## src/rtl/wishbone_master.sv

```systemverilog
// -----------------------------------------------------------------------------
// wishbone_master
//
// Single-transfer Wishbone classic master. A user request strobe (req_i) taken
// in IDLE starts one bus cycle. The master holds cyc/stb until the slave
// acknowledges, then waits in RELEASE for ack_i to drop before it takes the
// next request.
//
// Optional feature macro: WISHBONE_MASTER_TIMEOUT_EN
//   When defined, the master aborts a bus cycle after TIMEOUT_CYCLES cycles
//   without ack_i. It then pulses done_o and err_o together.
//   When undefined, there is no counter, err_o is tied low, and the master
//   waits for ack_i indefinitely.
//
// Ports
//   clk_i       in   1  clock, rising edge
//   rst_i       in   1  asynchronous active-low reset
//   req_i       in   1  user request strobe (sampled in IDLE only)
//   req_we_i    in   1  request direction, 1 = write
//   req_addr_i  in  32  request address
//   req_data_i  in  32  request write data
//   busy_o      out  1  high whenever not IDLE
//   done_o      out  1  one-cycle pulse at end of transaction
//   err_o       out  1  one-cycle pulse with done_o on timeout
//   rd_data_o   out 32  data from last successful read
//   addr_o      out 32  Wishbone address
//   we_o        out  1  Wishbone write enable
//   data_o      out 32  Wishbone write data
//   cyc_o       out  1  Wishbone cycle
//   stb_o       out  1  Wishbone strobe
//   data_i      in  32  Wishbone read data
//   ack_i       in   1  Wishbone acknowledge
// -----------------------------------------------------------------------------
module wishbone_master #(
  parameter int TIMEOUT_CYCLES = 255
) (
  input  logic        clk_i,
  input  logic        rst_i,
  input  logic        req_i,
  input  logic        req_we_i,
  input  logic [31:0] req_addr_i,
  input  logic [31:0] req_data_i,
  output logic        busy_o,
  output logic        done_o,
  output logic        err_o,
  output logic [31:0] rd_data_o,
  output logic [31:0] addr_o,
  output logic        we_o,
  output logic [31:0] data_o,
  output logic        cyc_o,
  output logic        stb_o,
  input  logic [31:0] data_i,
  input  logic        ack_i
);

  typedef enum logic [1:0] {
    IDLE    = 2'd0,
    BUS     = 2'd1,
    RELEASE = 2'd2
  } state_t;

  state_t      r_state;
  state_t      w_next_state;

  logic [31:0] r_addr;
  logic [31:0] r_data;
  logic        r_we;
  logic [31:0] r_rd_data;
  logic        r_done;

  logic        w_accept;
  logic        w_ack_done;
  logic        w_timeout;

  assign w_accept   = (r_state == IDLE) && req_i;
  assign w_ack_done = (r_state == BUS) && ack_i;

`ifdef WISHBONE_MASTER_TIMEOUT_EN
  // The counter only needs to reach TIMEOUT_CYCLES-1. The abort fires on
  // the edge that would bring it to TIMEOUT_CYCLES, so cyc_o is high for
  // exactly TIMEOUT_CYCLES cycles.
  localparam int CW = (TIMEOUT_CYCLES < 2) ? 1 : $clog2(TIMEOUT_CYCLES + 1);

  logic [CW-1:0] r_count;
  logic          r_err;

  // A real ack on the same edge wins over the timeout.
  assign w_timeout = (r_state == BUS) && !ack_i &&
                     (r_count == CW'(TIMEOUT_CYCLES - 1));

  always_ff @(posedge clk_i or negedge rst_i) begin
    if (!rst_i) begin
      r_count <= '0;
      r_err   <= 1'b0;
    end else begin
      r_err <= w_timeout;
      if (w_accept) begin
        r_count <= '0;
      end else if ((r_state == BUS) && !ack_i) begin
        r_count <= r_count + CW'(1);
      end
    end
  end

  assign err_o = r_err;
`else
  assign w_timeout = 1'b0;
  assign err_o     = 1'b0;
`endif

  // State register.
  always_ff @(posedge clk_i or negedge rst_i) begin
    if (!rst_i) begin
      r_state <= IDLE;
    end else begin
      r_state <= w_next_state;
    end
  end

  // Next-state logic. RELEASE lingers until the slave lets go of ack_i,
  // so a slow slave's stale ack is never seen as acking the next cycle.
  always_comb begin
    w_next_state = r_state;
    case (r_state)
      IDLE: begin
        if (req_i) begin
          w_next_state = BUS;
        end
      end
      BUS: begin
        if (ack_i || w_timeout) begin
          w_next_state = RELEASE;
        end
      end
      RELEASE: begin
        if (!ack_i) begin
          w_next_state = IDLE;
        end
      end
      default: w_next_state = IDLE;
    endcase
  end

  // Request capture and completion datapath.
  // The address, direction and write data are latched only on acceptance,
  // so they stay stable throughout BUS whatever the user does with req_*.
  always_ff @(posedge clk_i or negedge rst_i) begin
    if (!rst_i) begin
      r_addr    <= '0;
      r_data    <= '0;
      r_we      <= 1'b0;
      r_rd_data <= '0;
      r_done    <= 1'b0;
    end else begin
      r_done <= w_ack_done || w_timeout;
      if (w_accept) begin
        r_addr <= req_addr_i;
        r_data <= req_data_i;
        r_we   <= req_we_i;
      end
      if (w_ack_done && !r_we) begin
        r_rd_data <= data_i;
      end
    end
  end

  // cyc/stb/busy decode straight from state, so an asynchronous reset
  // drops them immediately.
  assign cyc_o     = (r_state == BUS);
  assign stb_o     = (r_state == BUS);
  assign busy_o    = (r_state != IDLE);
  assign done_o    = r_done;
  assign addr_o    = r_addr;
  assign data_o    = r_data;
  assign we_o      = r_we;
  assign rd_data_o = r_rd_data;

endmodule

```

## config.mk

```make
export PLATFORM = sky130hd
export DESIGN_NAME = wishbone_master
export DESIGN_NICKNAME = d
export VERILOG_FILES = /design/src/rtl/wishbone_master.sv
export SDC_FILE = /design/constraint.sdc
export NUM_CORES = 1
export LEC_CHECK = 0
export ABC_AREA = 1
export CAP_MARGIN = 15
export CORE_UTILIZATION = 43
export CTS_CLUSTER_DIAMETER = 120
export DETAILED_ROUTE_END_ITERATION = 10
export GPL_ROUTABILITY_DRIVEN = 0
export PLACE_DENSITY = 0.86
export SLEW_MARGIN = 20
export SYNTH_ARGS = -nofsm -noshare
export SYNTH_HDL_FRONTEND = slang
export SYNTH_SLANG_ARGS = --single-unit
```

## constraint.sdc

```tcl
create_clock -name clk_i -period 2.6 [get_ports clk_i]
set_input_delay 0.26 -clock clk_i [delete_from_list [all_inputs] [get_ports clk_i]]
set_output_delay 0.26 -clock clk_i [all_outputs]
set_load 0.01 [all_outputs]
```

==> results.sh <==
export IMPL_run_status="complete, but fails checks"
export IMPL_violations="DRC"
export IMPL_clk_latency_ns=0.35
export IMPL_start_kind="flop"
export IMPL_cts_resized=0
export IMPL_grtUsageTotal_pct=23.1
export IMPL_root_buffer="clkbuf_8"
export IMPL_rows=34
export IMPL_htree_levels=3
export IMPL_synthTopCellsByArea="dfrtp_1, nand2_1, nand3_1, buf_2, buf_4"
export IMPL_vdd_drop_max_uv=590
export IMPL_clock_path_buffers=2
export IMPL_max_freq_mhz=487
export IMPL_grt_max_degree=66
export IMPL_drtIter0Drc=175
export IMPL_ios=203
export IMPL_syn_area_um2=3960
export IMPL_firstDrtPassIters=8
export IMPL_vias_per_cell=4.91
export IMPL_cts_tree="built"
export IMPL_vias=3618
export IMPL_cts_setup_buffers=0
export IMPL_critPathCaptureType="output pin"
export IMPL_yosysSeqAreaShare_pct=63.3
export IMPL_cts_buffers=9
export IMPL_groute_layer_met1_usage_pct=29.8
export IMPL_final_setup_worst_slack_ns=0.547
export IMPL_drtAntennaViolNets=0
export IMPL_ys_warn_count=0
export IMPL_synth_compound_area_share_pct=0.253
export IMPL_synth_top_family_by_area="simple AND/OR/NAND/NOR gates"
export IMPL_dpl_worst_slack_ns=0.748
export IMPL_wl_per_cell_um=15.1
export IMPL_synth_xor_area_share_pct=0
export IMPL_core_area_um2=8810
export IMPL_maxSlewViolCount=0
export IMPL_synth_distinct_cells=15
export IMPL_place_area_um2=6010
export IMPL_synth_simple_area_share_pct=31.7
export IMPL_num_antenna_cells=0
export IMPL_area_growth_pct=58.2
export IMPL_design_die_area_um2=9590
export IMPL_leakagePower_nw=3.04
export IMPL_grt_use_met3_pct=5.08
export IMPL_die_x_um=97.9
export IMPL_clock_skew_ns=0.0122
export IMPL_grt_pass1_wl_um=17400
export IMPL_synth_area_per_cell_um2=9.05
export IMPL_synth_top_area_share_pct=63.3
export IMPL_tns_ns=0
export IMPL_finalHoldViolCount=0
export IMPL_synthMuxAreaShare_pct=0
export IMPL_critPathMaxFanout=20
export IMPL_maxCapViolCount=0
export IMPL_critPathArrivalTime_ns=1.79
export IMPL_first_global_vias=3515
export IMPL_worstPathCellList="nor2_4 -> inv_1 -> clkdlybuf4s50_1"
export IMPL_synth_fa_ha_area_share_pct=0
export IMPL_use_met2_pct=38.8
export IMPL_busiest_layer="met2"
export IMPL_stdcell_area_um2=6260
export IMPL_syn_inst=437
export IMPL_ys_seq_elements=100
export IMPL_drc=18
export IMPL_syn_nets=538
export IMPL_port_buffer_count=201
export IMPL_synth_top_area_cell="dfrtp_1"
export IMPL_start_util_pct=44.9
export IMPL_cellPowerDensity_nw_per_um2=1150
export IMPL_grt_overflow_total=0
export IMPL_slowest_delay_ns=0.52
export IMPL_holdWs_ns=0.459
export IMPL_fin_nets=726
export IMPL_grt_setup_unrepaired="false"
export IMPL_cp_required_ns=2.34
export IMPL_die_h_um=97.9
export IMPL_clkSinkCount=100
export IMPL_crit_path_start="r_state[0]"
export IMPL_antenna_found_initial=0
export IMPL_worstHoldPathType="in -> async"
export IMPL_finalCritPeriodShare_pct=78.9
export IMPL_drive_gt1_share_pct=4.45
export IMPL_final_util_pct=71.1
export IMPL_final_setup_viol_count=0
export IMPL_clkTransAtPathRegs_ns=0.09
export IMPL_hpwl_um=7970
export IMPL_period_needed_ns=2.05
export IMPL_r2r_start="r_state[0]"
export IMPL_tightest_slew_ns=0.648
export IMPL_drt_wl_total_um=11100
export IMPL_path_class="reg -> out"
export IMPL_relSlewSlack_pct=56.8
export IMPL_slowest_stage="clkdlybuf4s50_1"
[metal layers]
layer	routed length, um	share of wire [%]
met4	165	1.5
met3	864	7.8
met1	4700	42
met5	0	0
met2	5400	48
[repair_timing]
| item | 4_1_cts | 5_1_grt |
|---|---|---|
| endpoints found under the setup margin | 0 | 0 |
| endpoints found under the hold margin | 47 | 0 |
| hold buffers | 1 | 0 |
[cell families after synthesis]
family                 Yosys count
other                            1
DFF                            100
AOI/OAI and AO/OA                2
and+or+nand+nor                298
buffers and inverters           36
[cell usage after synthesis]
cell type  count
nand2_1      197
dfrtp_1      100
nand3_1       97
buf_2         16
buf_4          8
clkbuf_1       7
inv_1          4
a21oi_1        1
buf_1          1
conb_1         1
nand2_2        1
nor2_2         1
nor2_4         1
o21ai_0        1
or2_2          1
[power by group]
group | internal (mW) | switching (mW) | total (mW)
combinational | 1.74 | 1.59 | 3.33
clock | 0.661 | 0.500 | 1.16
sequential | 2.28 | 0.442 | 2.72
total | 4.68 | 2.53 | 7.21
[layout by cell type, fill, tap and decap left out]
cell             count
or2_2                1
nand2_1            196
clkbuf_1             1
bufinv_16            3
a21oi_1              1
nand2_2              2
nand3_1             97
dlygate4sd3_1        1
clkinvlp_4           1
buf_2                1
clkbuf_8            10
o21ai_0              1
dfrtp_1            100
nor2_4               2
inv_1                4
clkdlybuf4s50_1    199
buf_4                6
buf_12               2
conb_1               1
[layout make-up]
type	instances	area, um^2
fillers	638	2550
flip-flops and latches	100	2500
repair buffers	209	2090
multi-input cells	301	1280
clock buffers	11	141
well taps	108	135
clock inverters	4	97.6
inverters	4	15.0
[registers in the layout (all words and copies together), names as in the netlist]
signal	cells
addr_o	32
data_o	32
done_o	1
r_state	2
rd_data_o	32
we_o	1
[worst max-delay path: cells and delay by family, from the launching register on]
kind / cells / cell delay (ns)
buffers and inverters: 2 / 0.63
DFF: 1 / 0.44
and+or+nand+nor: 1 / 0.39
[through the flow]
stage	std cells	total power [mW]
after floorplan	437	4.08
after global placement	721	5.95
after detailed placement	721	6.08
after CTS	737	7.26
after global routing	737	7.64
final	737	7.21
[path summary, 6_finish.rpt]
check                                endpoint  slack (ns)  cells past startpoint
min in group clk_i                 data_o[31]        0.46                      3
worst max-delay path                   busy_o        0.55                      3
worst min-delay path            rd_data_o[29]        0.46                      2
max in group asynchronous           data_o[4]        1.44                      3
worst max register to register     addr_o[17]        0.74                      5
worst min register to register  rd_data_o[28]        0.47                      2
No activity file was read; power rests on OpenSTA's default activity.
